## config.mk

```make
export PLATFORM = sky130hd
export DESIGN_NAME = reg_file_sb
export DESIGN_NICKNAME = d
export VERILOG_FILES = /design/src/rtl/reg_file_sb.sv
export SDC_FILE = /design/constraint.sdc
export NUM_CORES = 2
export LEC_CHECK = 0
export CAP_MARGIN = 20
export CORE_MARGIN = 2
export CORE_UTILIZATION = 65
export DETAILED_ROUTE_END_ITERATION = 8
export GPL_TIMING_DRIVEN = 1
export PLACE_DENSITY_LB_ADDON = 0.1
export SYNTH_ARGS = -nofsm -noshare
export SYNTH_HDL_FRONTEND = slang
export SYNTH_SLANG_ARGS = --single-unit
```

## constraint.sdc

```tcl
create_clock -name clk -period 6.27 [get_ports clk]
set_input_delay 0.627 -clock clk [delete_from_list [all_inputs] [get_ports clk]]
set_output_delay 0.627 -clock clk [all_outputs]
set_load 0.01 [all_outputs]
```

## src/rtl/reg_file_sb.sv

```systemverilog
// Multi-port register file with per-register busy scoreboard.
// Reads are combinational with same-cycle write bypass; x0 is hardwired to zero.
module reg_file_sb #(
   parameter int XLEN  = 32,
   parameter int NREGS = 32,
   parameter int NREAD = 2,
   localparam int AW   = $clog2(NREGS)
) (
   input  logic                  clk,
   input  logic                  rst_n,
   input  logic                  write_enable,
   input  logic [AW-1:0]         rd_addr,
   input  logic [XLEN-1:0]       rd_data,
   input  logic [NREAD*AW-1:0]   rs_addr,
   output logic [NREAD*XLEN-1:0] rs_data,
   output logic [NREAD-1:0]      rs_busy,
   input  logic                  issue_valid,
   input  logic [AW-1:0]         issue_rd,
   output logic [AW:0]           busy_count
);

   localparam logic [AW:0] CNT_ONE = (AW+1)'(1);

   logic [XLEN-1:0]  regs_q [NREGS];
   logic [XLEN-1:0]  regs_d [NREGS];
   logic [NREGS-1:0] busy_q;
   logic [NREGS-1:0] busy_d;
   logic [AW:0]      cnt_q;
   logic [AW:0]      cnt_d;
   logic             ops_en_q;
   logic             ops_en_d;

   logic wr_ok;
   logic iss_ok;
   logic set_ev;
   logic clr_ev;

   // ops_en_q stays low for the first edge after reset release, so an
   // operation coincident with that edge is dropped.
   assign wr_ok  = ops_en_q && write_enable && (rd_addr != '0);
   assign iss_ok = ops_en_q && issue_valid && (issue_rd != '0);

   // A same-cycle issue to the written register keeps it reserved.
   assign set_ev = iss_ok && !busy_q[issue_rd];
   assign clr_ev = wr_ok && busy_q[rd_addr] && !(iss_ok && (issue_rd == rd_addr));

   always_comb begin
      regs_d   = regs_q;
      busy_d   = busy_q;
      cnt_d    = cnt_q;
      ops_en_d = 1'b1;
      if (wr_ok) begin
         regs_d[rd_addr] = rd_data;
         busy_d[rd_addr] = 1'b0;
      end
      if (iss_ok) begin
         busy_d[issue_rd] = 1'b1;
      end
      case ({set_ev, clr_ev})
         2'b10:   cnt_d = cnt_q + CNT_ONE;
         2'b01:   cnt_d = cnt_q - CNT_ONE;
         default: cnt_d = cnt_q;
      endcase
   end

   always_ff @(posedge clk or negedge rst_n) begin
      if (!rst_n) begin
         for (int i = 0; i < NREGS; i++) begin
            regs_q[i] <= '0;
         end
         busy_q   <= '0;
         cnt_q    <= '0;
         ops_en_q <= 1'b0;
      end else begin
         regs_q   <= regs_d;
         busy_q   <= busy_d;
         cnt_q    <= cnt_d;
         ops_en_q <= ops_en_d;
      end
   end

   assign busy_count = cnt_q;

   for (genvar k = 0; k < NREAD; k++) begin : g_rd
      logic [AW-1:0] rs_a;
      logic          wr_hit;
      logic          iss_hit;

      assign rs_a    = rs_addr[k*AW +: AW];
      assign wr_hit  = write_enable && (rd_addr != '0) && (rd_addr == rs_a);
      assign iss_hit = issue_valid && (issue_rd == rs_a);

      assign rs_data[k*XLEN +: XLEN] = (rs_a == '0) ? '0 :
                                       wr_hit        ? rd_data :
                                                       regs_q[rs_a];
      assign rs_busy[k] = (rs_a != '0) && busy_q[rs_a] && !(wr_hit && !iss_hit);
   end

endmodule

```

==> flow_summary.ini <==
[route]
post_drt_wl_per_cell_um = 35.1
vias_per_cell = 7.50
final_antenna_net_count = 0
met2_length_um = 84800
via_count = 38500
met1_length_um = 67600
drt-initial-drc-count = 4556
top_layer = met5
dr.pass1.iters = 6
drt-total-wl_um = 180000
drc_errors = 0
wl_met3_um = 18200

[timing]
fin_setup_tns_ns = 0
finalHoldViolations = 0
final_max_slew_viol_count = 0
worst_pin_slew_ns = 1.15
fin_crit_ns = 5.27
fin_ws_ns = 0.996
setup_violations = 0
fin_skew_ns = 0.0219
min_period_over_period = 0.841
max_slew_margin = 0.230
fmaxAchievable_ghz = 0.190
rsz0062_at_grt = no

[cells_and_area]
syn2layout_area_growth_pct = 11.1
drive_gt1_frac = 0.485
finalNetCount = 3940

[die]
die_y_um = 304
pin_count = 128
coreArea_sq_um = 88800
initial_core_util = 0.658
die_x_um = 304
rows = 109
die_area_sq_um = 92300

[worst_setup_path]
cp.required_ns = 5.64
cp.arrival_ns = 4.65
worstPathCellList = clkdlybuf4s50_1, buf_4, or2_2, o41ai_4, nor4_4, nand2b_1, nor2_1, nor4_1, clkdlybuf4s50_1
r2r_cells = 12
end_kind = primary output
cp_num_buf_inv = 3
r2r-start = busy_q[11]$_DFF_PN0_
path_class = primary input to primary output
rr_endpoint = busy_count[5]$_DFFE_PN0P_
max_stage_delay_ns = 0.72
crit_path_start_kind = primary input
cpMostUsedCell = clkdlybuf4s50_1
reg2reg_slack_ns = 2.54
cp_max_fo = 15
cp_top_family = simple AND/OR/NAND/NOR gates
crit_slowest_cell = nor4_1

[clock_tree]
ctsHoldBuffers = 0
worstSkewPairLatency_ns = 0.72
cts_buffers = 113
htreeDepth = 3
cts_setup_buffers = 0
clk_path_buf_depth = 3
cts.sinks = 1063
cts_tree = done
postCtsResizedCells = 0
clockRootBuffer = clkbuf_16
path_clk_slew_ns = 0.06

[synthesis]
yosysTopAreaCell = dfrtp_1
synth_nets = 4001
yosys-top-cells-area = dfrtp_1, mux4_2, mux2_2, mux2i_1, clkbuf_1
synth_edf_count = 0
yosys_warnings = 0
syn-instance-count = 3939
syn_area_per_cell_sq_um = 14.8
synth.most_common_cell = dfrtp_1
ys_dominant_reg_cell = dfrtp_1
ys_async_sr_fraction = 1.00
netlist_top_cells_count = dfrtp_1, mux2_2, mux4_2, clkbuf_1, buf_2
yosysSeqAreaShare = 0.455
synth_top_area_frac = 0.455
synth_seq_cells = 1063
ys_types = 58
syn-cell-area_sq_um = 58400

[worst_hold_path]
hold_path_class = primary input to asynchronous set/reset pin

[pwr]
peakVddDrop_v = 0.000244
leakage_nw = 28.4
powerDensity_nw_per_um2 = 294

[grt]
overflow = 0
grt_pass1_vias = 40000
antenna_found_initial = 3
grt_start_max_net_pins = 167
grt_first_pass_wirelength_um = 269000
track_usage = 0.395

[placed_design]
post-place-ws_ns = 1.19
dp_hpwl_um = 108000
gp_congestion = 0.902
io_buffers = 127

[job]
maxCapViolations = 0

[outcome]
outcome = finished, final reports clean
## final cells by class
cell class,count,area [sq um]
multi-input combinational,2390,29800
clock inverter,39,467
tap,1165,1460
fill,5490,23900
clock buffer,172,3450
timing repair buffer,273,2950
sequential,1063,26600
inverter,37,139
antenna,2,5.00
## sequential cells by signal, indices dropped and copies added (netlist names)
register	cells
regs_q	1024
ops_en_q	1
busy_count	6
busy_q	32
## logic make-up (layout without fill, tap and decap cells)
| family | after synthesis | after routing | synth area share |
|---|---|---|---|
| xor+xnor | 30 | 30 | 0.00450 |
| buf+inv | 486 | 521 | 0.0386 |
| compound gates | 370 | 370 | 0.0430 |
| flops | 1063 | 1063 | 0.455 |
| mux | 1683 | 1683 | 0.431 |
| fa+ha+maj | 6 | 6 | 0.00141 |
| simple gates | 300 | 300 | 0.0257 |
| other cells | 1 | 3 | 0.0000642 |
## cells in the final DEF, fill, tap and decap left out, drive strengths merged, types with 23 or more instances in the layout
cell           Yosys  routed
clkdlybuf4s50      0     116
a22oi             42      42
buf              225     154
o21ai             93      93
nand3             23      23
dfrtp           1063    1063
nand2             93      93
a21oi             63      63
a211oi            68      68
a221oi            39      39
nor2b             69      69
clkbuf           224     175
mux4             555     555
mux2i            145     145
mux2             983     983
inv               37      37
nor2              54      54
clkinv             0      26
## worst max path at each step
stage                     depth (start not counted)                         to  slack, ns       start
after floorplan                                  14  busy_count[5]$_DFFE_PN0P_       2.31  rd_addr[0]
after global placement                            9                rs_data[28]       1.32  rd_addr[0]
after detailed placement                          9                rs_data[34]       1.19  rd_addr[0]
after CTS                                         9                rs_data[34]       1.13  rd_addr[0]
after global routing                              9                rs_data[34]       0.87  rd_addr[0]
final                                             9                rs_data[34]        1.0  rd_addr[0]
## layer usage
metal | vias up | global-route usage
met5 | - | 0
met4 | 4 | 0.176
met3 | 562 | 0.0977
met2 | 2331 | 0.614
met1 | 20600 | 0.537
li1 | 15000 | -
## metrics by stage
stage               std cells  area, sq um  hold slack (ns)  total power, mW   util
floorplan                3939        58400            0.331             10.8      -
global placement         4908        60500            0.377             11.9  0.681
detailed placement       4916        60700            0.384             12.1  0.683
CTS                      5127        64600           0.0924             19.0  0.728
global route             5140        64900            0.138             19.7  0.731
finish                   5141        64900           0.0675             19.1  0.731
## power by group
part	leakage, nW	internal, mW	switching [mW]	total [mW]
Clock	1.93	4.11	2.86	6.97
Sequential	14.1	7.76	0.736	8.50
Combinational	12.4	2.04	1.55	3.59
Note: power is estimated with default switching activity, not from simulation.
